File: src/rtl/note_stabilizer.sv
// rtl/note_stabilizer.sv - debounces raw note detections and presents a frame-aligned note/colour to the display stage
//
// Purpose:
//   Accepts a detected note only after MATCH_COUNT consecutive identical
//   valid detections, holds it until HOLD_CYCLES clk cycles pass with no
//   valid detection, then blanks to SILENT_NOTE. All display-facing outputs
//   change only on a frame_start cycle so the glyph never tears mid-frame.
//
// Ports:
//   clk          in   1   system clock
//   reset        in   1   synchronous active-low reset
//   det_note     in   6   raw detected note code, qualified by det_valid
//   det_valid    in   1   one-cycle strobe, det_note valid this cycle
//   frame_start  in   1   one-cycle strobe at start of vertical blanking
//   note         out  6   note code shown (SILENT_NOTE when idle), registered
//   color        out  24  glyph colour, registered
//   note_locked  out  1   high while a real note is shown, registered
//   note_changed out  1   one-cycle pulse when note changes value

module note_stabilizer #(
  parameter int unsigned MATCH_COUNT   = 4,
  parameter int unsigned HOLD_CYCLES   = 25000000,
  parameter int unsigned NUM_NOTES     = 48,
  parameter logic [5:0]  SILENT_NOTE   = 6'd63,
  parameter logic [23:0] COLOR_IDLE    = 24'h808080,
  parameter logic [23:0] COLOR_LOCKED  = 24'h00FF00,
  parameter logic [23:0] COLOR_PENDING = 24'hFFFF00
) (
  input  logic        clk,
  input  logic        reset,
  input  logic [5:0]  det_note,
  input  logic        det_valid,
  input  logic        frame_start,
  output logic [5:0]  note,
  output logic [23:0] color,
  output logic        note_locked,
  output logic        note_changed
);

  localparam int unsigned     TW        = $clog2(HOLD_CYCLES);
  localparam logic [TW-1:0]   TIMER_MAX = TW'(HOLD_CYCLES - 1);
  localparam logic [3:0]      CNT_MAX   = 4'(MATCH_COUNT);

  typedef enum logic {
    S_IDLE   = 1'b0,
    S_LOCKED = 1'b1
  } state_e;

  state_e         state_q, state_d;
  logic [5:0]     shown_q, shown_d;
  logic [5:0]     cand_q, cand_d;
  logic [3:0]     cnt_q, cnt_d;
  logic [TW-1:0]  timer_q, timer_d;
  logic           upd_q, upd_d;
  logic [5:0]     note_q, note_d;
  logic [23:0]    color_q, color_d;
  logic           locked_q, locked_d;
  logic           changed_q, changed_d;

  logic           valid_code;
  logic           expired;

  assign valid_code = ({26'd0, det_note} < NUM_NOTES);
  assign expired    = (timer_q == TIMER_MAX);

  always_comb begin
    // Detection path: candidate tracking and hold timer.
    cand_d  = cand_q;
    cnt_d   = cnt_q;
    if (det_valid) begin
      if (valid_code) begin
        if (det_note == cand_q) begin
          cnt_d = (cnt_q == CNT_MAX) ? cnt_q : cnt_q + 4'd1;
        end else begin
          cand_d = det_note;
          cnt_d  = 4'd1;
        end
      end else begin
        // Silence breaks the run but does not restart the hold timer.
        cand_d = SILENT_NOTE;
        cnt_d  = 4'd0;
      end
    end

    if (det_valid && valid_code) begin
      timer_d = '0;
    end else if (expired) begin
      timer_d = timer_q;
    end else begin
      timer_d = timer_q + TW'(1);
    end

    // Frame path: decisions use only registered (pre-detection) values,
    // so a detection landing on a frame_start cycle shows up next frame.
    state_d   = state_q;
    shown_d   = shown_q;
    note_d    = note_q;
    color_d   = color_q;
    locked_d  = locked_q;
    changed_d = 1'b0;
    if (frame_start) begin
      if (upd_q) begin
        state_d   = S_LOCKED;
        shown_d   = cand_q;
        changed_d = 1'b1;
      end else if (state_q == S_LOCKED && expired) begin
        state_d   = S_IDLE;
        changed_d = 1'b1;
      end

      note_d   = (state_d == S_LOCKED) ? shown_d : SILENT_NOTE;
      locked_d = (state_d == S_LOCKED);

      if (state_d == S_IDLE) begin
        color_d = COLOR_IDLE;
      end else if (cnt_q != 4'd0 && cand_q != shown_d) begin
        color_d = COLOR_PENDING;
      end else begin
        color_d = COLOR_LOCKED;
      end
    end

    // Update request reflects the state as it will be after this edge.
    upd_d = (cnt_d == CNT_MAX) && ((state_d == S_IDLE) || (cand_d != shown_d));
  end

  always_ff @(posedge clk) begin
    if (!reset) begin
      state_q   <= S_IDLE;
      shown_q   <= SILENT_NOTE;
      cand_q    <= SILENT_NOTE;
      cnt_q     <= 4'd0;
      timer_q   <= '0;
      upd_q     <= 1'b0;
      note_q    <= SILENT_NOTE;
      color_q   <= COLOR_IDLE;
      locked_q  <= 1'b0;
      changed_q <= 1'b0;
    end else begin
      state_q   <= state_d;
      shown_q   <= shown_d;
      cand_q    <= cand_d;
      cnt_q     <= cnt_d;
      timer_q   <= timer_d;
      upd_q     <= upd_d;
      note_q    <= note_d;
      color_q   <= color_d;
      locked_q  <= locked_d;
      changed_q <= changed_d;
    end
  end

  assign note         = note_q;
  assign color        = color_q;
  assign note_locked  = locked_q;
  assign note_changed = changed_q;

endmodule

File: config.mk
export PLATFORM = sky130hd
export DESIGN_NAME = note_stabilizer
export DESIGN_NICKNAME = d
export VERILOG_FILES = /design/src/rtl/note_stabilizer.sv
export SDC_FILE = /design/constraint.sdc
export NUM_CORES = 1
export LEC_CHECK = 0
export ABC_AREA = 1
export BUFFER_PORTS_ARGS = -buffer_cell sky130_fd_sc_hd__buf_2
export CAP_MARGIN = 20
export CORE_ASPECT_RATIO = 1.75
export CORE_MARGIN = 1.5
export CORE_UTILIZATION = 45
export CTS_CLUSTER_DIAMETER = 30
export DETAILED_ROUTE_END_ITERATION = 12
export PLACE_DENSITY = 0.64
export SYNTH_ARGS = -nofsm -noshare
export SYNTH_HDL_FRONTEND = slang
export SYNTH_SLANG_ARGS = --single-unit
File: constraint.sdc
create_clock -name clk -period 2.74 [get_ports clk]
set_clock_uncertainty 0.2 [all_clocks]
set_input_delay 0.411 -clock clk [delete_from_list [all_inputs] [get_ports clk]]
set_output_delay 0.411 -clock clk [all_outputs]
set_load 0.01 [all_outputs]
==> metrics.txt <==
status completed; worst setup margin 0.861 ns; hold endpoint color[7]; final hold slack approximately 0.27 ns; die width roughly 65 um; fin crit share 0.686; Max Clk Rate about 0.53 GHz; RR Endpoint note[4]; H-tree levels 2; Worst Hold Depth 2; Post CTS Setup Buffer Count 0; Total Wirelength ~6.5 mm; register area share after synthesis 0.359; hold_buf cts 0; layout cell share with drive strength beyond 1 0.160; pre-CTS WS approximately 0.68 ns; initial antenna violation count 0; Vias/cell between 5 and 6; Resized cells post-CTS 0; clock root cell clkbuf_16; worst path bufs/invs 1; switching power about 0.00037 W; Syn Std Cell Area around 3000 um2; setup TNS 0 ns; core area approximately 6500 um2; clock sinks 54; # diodes 0; Yosys top cell area share 0.359; top cells by count, synth 123 x nand2_1, 54 x dfxtp_1, 46 x inv_1; Pwr Density 480 nW/um2; DRT Pass-1 Iters 6; number of enable flip-flop cells after synthesis 0; Die ar. about 7200 um2; die height 111 um; CP arrival approximately 1.9 ns; worst r2r path cells 11; post-route ant nets 0; critical path's top delay family simple AND/OR/NAND/NOR gates; maximum buffer depth of the clock tree 2; DP Wirelength slightly below 5 mm; asr flop ratio synth 0; Synthesis Warnings 0; pin count of the biggest net entering global routing 24; TritonCTS clock tree yes; Final Hold Viols 0; min-delay src color[7]; slowest CP cell dfxtp_1; vias in the first global route between 2000 and 3000; DRC 0; Final GP Congestion roughly 0.86; internal power 0.00119 W; Avg Cell Area, Syn between 6 and 7 um2; Syn Inst Count 443; Critical Path Sink Type flip-flop; Total GRT Usage 0.187; DR iter-0 viols just over 100; RSZ-0062 raised after global routing no; # rows 39; leading area contributor after synthesis dfxtp_1; gr ovfl total 0; Worst-path clk slew around 0.070 ns; Synth Flop Type dfxtp_1; DR vias 2739; CTS buffer count 5; # setup viols final 0; Hold Path Class reg -> reg; Clk network pwr share 0.414; Max-Cap Viols 0; CP most frequent cell nand2_2; Unique masters post-synth 39; CP required ~2.8 ns; sw frac 0.236; Comb power frac 0.070; Yosys reg bits 54; max-slew violation count 0; final period demand of the worst path approximately 1.9 ns; Pleak 1.47 nW; first-pass GRT wire length approximately 11 mm; area delta synth->final 7.86%; Max stage delay on crit path 0.40 ns; crit path max fanout 6; clk_lat worst skew just under 0.3 ns; r2r setup slk about 0.86 ns; Nets about 470; Startpoint Class flip-flop; # IOs 42; Worst R2R Start timer_q[0]; Reg power frac 0.515; Initial Util 0.464; worst ir drop on vdd ~0.35 mV; IO Port Bufs 33; largest cells by area after synthesis dfxtp_1 36%, nand2_1 15%, nand3_1 5.8%; most common cell in the netlist nand2_1; critical-path cell list ha_1 -> nand2_2 -> nor2_4 -> nand3_2 -> nor2_2 -> nand2_2 -> nand2_2 -> nand2_4 -> inv_2 -> o22ai_1 -> nand2_1; per-cell routed wire length approximately 12 um; Crit Path Class reg -> reg
-- cell families after synthesis --
logic type               Yosys count  synth area share
other                              2           0.00250
buffers and inverters             86             0.143
XOR/XNOR                           9            0.0262
AND/OR/NAND/NOR                  234             0.354
adder cells (fa/ha/maj)            3            0.0125
flip-flops                        54             0.359
AO/OA/AOI/OAI                     55             0.103
-- layout make-up --
| cell class | count | area (um2) |
|---|---|---|
| fillers | 659 | 3240 |
| multi-input cells | 309 | 1520 |
| flip-flops and latches | 54 | 1080 |
| inverters | 56 | 210 |
| repair buffers | 35 | 180 |
| clock buffers | 6 | 139 |
| well taps | 82 | 103 |
| clock inverters | 2 | 12.5 |
-- layout by cell type (no fill, tap or decap), types with 4 or more instances in the layout --
cell type and n:
clkbuf_16 5, nand4_1 7, buf_2 33, xor2_1 6
or2_2 5, inv_1 46, a21oi_1 25, inv_2 7
nor3_1 8, dfxtp_1 54, o22ai_1 6, nand2_1 123
nand3_1 35, nand2_2 4, nor2_1 36, conb_1 8
o21ai_0 12
-- metrics by stage --
stage,power (W),utilization,std cells,area (um2)
2_1_floorplan,0.000908,-,449,3030
3_3_place_gp,0.000928,0.477,536,3090
3_5_place_dp,0.000930,0.477,536,3090
4_1_cts,0.00158,0.500,544,3250
5_1_grt,0.00163,0.500,544,3250
6_report,0.00156,0.500,544,3250
-- flip-flops by register name, summed over array words and instances (netlist names) --
signal / flops
timer_q: 25
cand_q: 6
note: 6
shown_q: 6
cnt_q: 4
color: 4
note_changed: 1
state_q: 1
upd_q: 1
-- power groups by stage --
stage	combinational, W	sequential, W	clock [W]
after floorplan	0.0000903	0.000818	0
after global placement	0.000108	0.000821	0
after detailed placement	0.000109	0.000821	0
after CTS	0.000110	0.000803	0.000664
after global routing	0.000125	0.000803	0.000701
final	0.000110	0.000803	0.000646
-- routing by layer --
| layer | wire (um) | GRT usage | vias up |
|---|---|---|---|
| li1 | - | - | 1418 |
| met1 | 2540 | 0.188 | 1255 |
| met2 | 3560 | 0.352 | 49 |
| met3 | 195 | 0.0325 | 17 |
| met4 | 212 | 0.0936 | 0 |
| met5 | 0 | 0 | - |
-- worst max path at each step --
stage                           start  slack [ns]  endpoint  cells past startpoint
after floorplan             det_valid        1.10     upd_q                     10
after global placement    frame_start        0.72     upd_q                     10
after detailed placement  frame_start        0.68     upd_q                     10
after CTS                  timer_q[0]        0.85   note[4]                     11
after global routing            upd_q        0.68     upd_q                      9
final                      timer_q[0]        0.86   note[4]                     11
-- worst min-delay path, delay by kind of cell, from the launching register on --
kind / cells / cell delay (ns)
AND/OR/NAND/NOR: 1 / 0.05
flip-flops: 1 / 0.33
AO/OA/AOI/OAI: 1 / 0.07
Power figures use the tool's default switching activity.
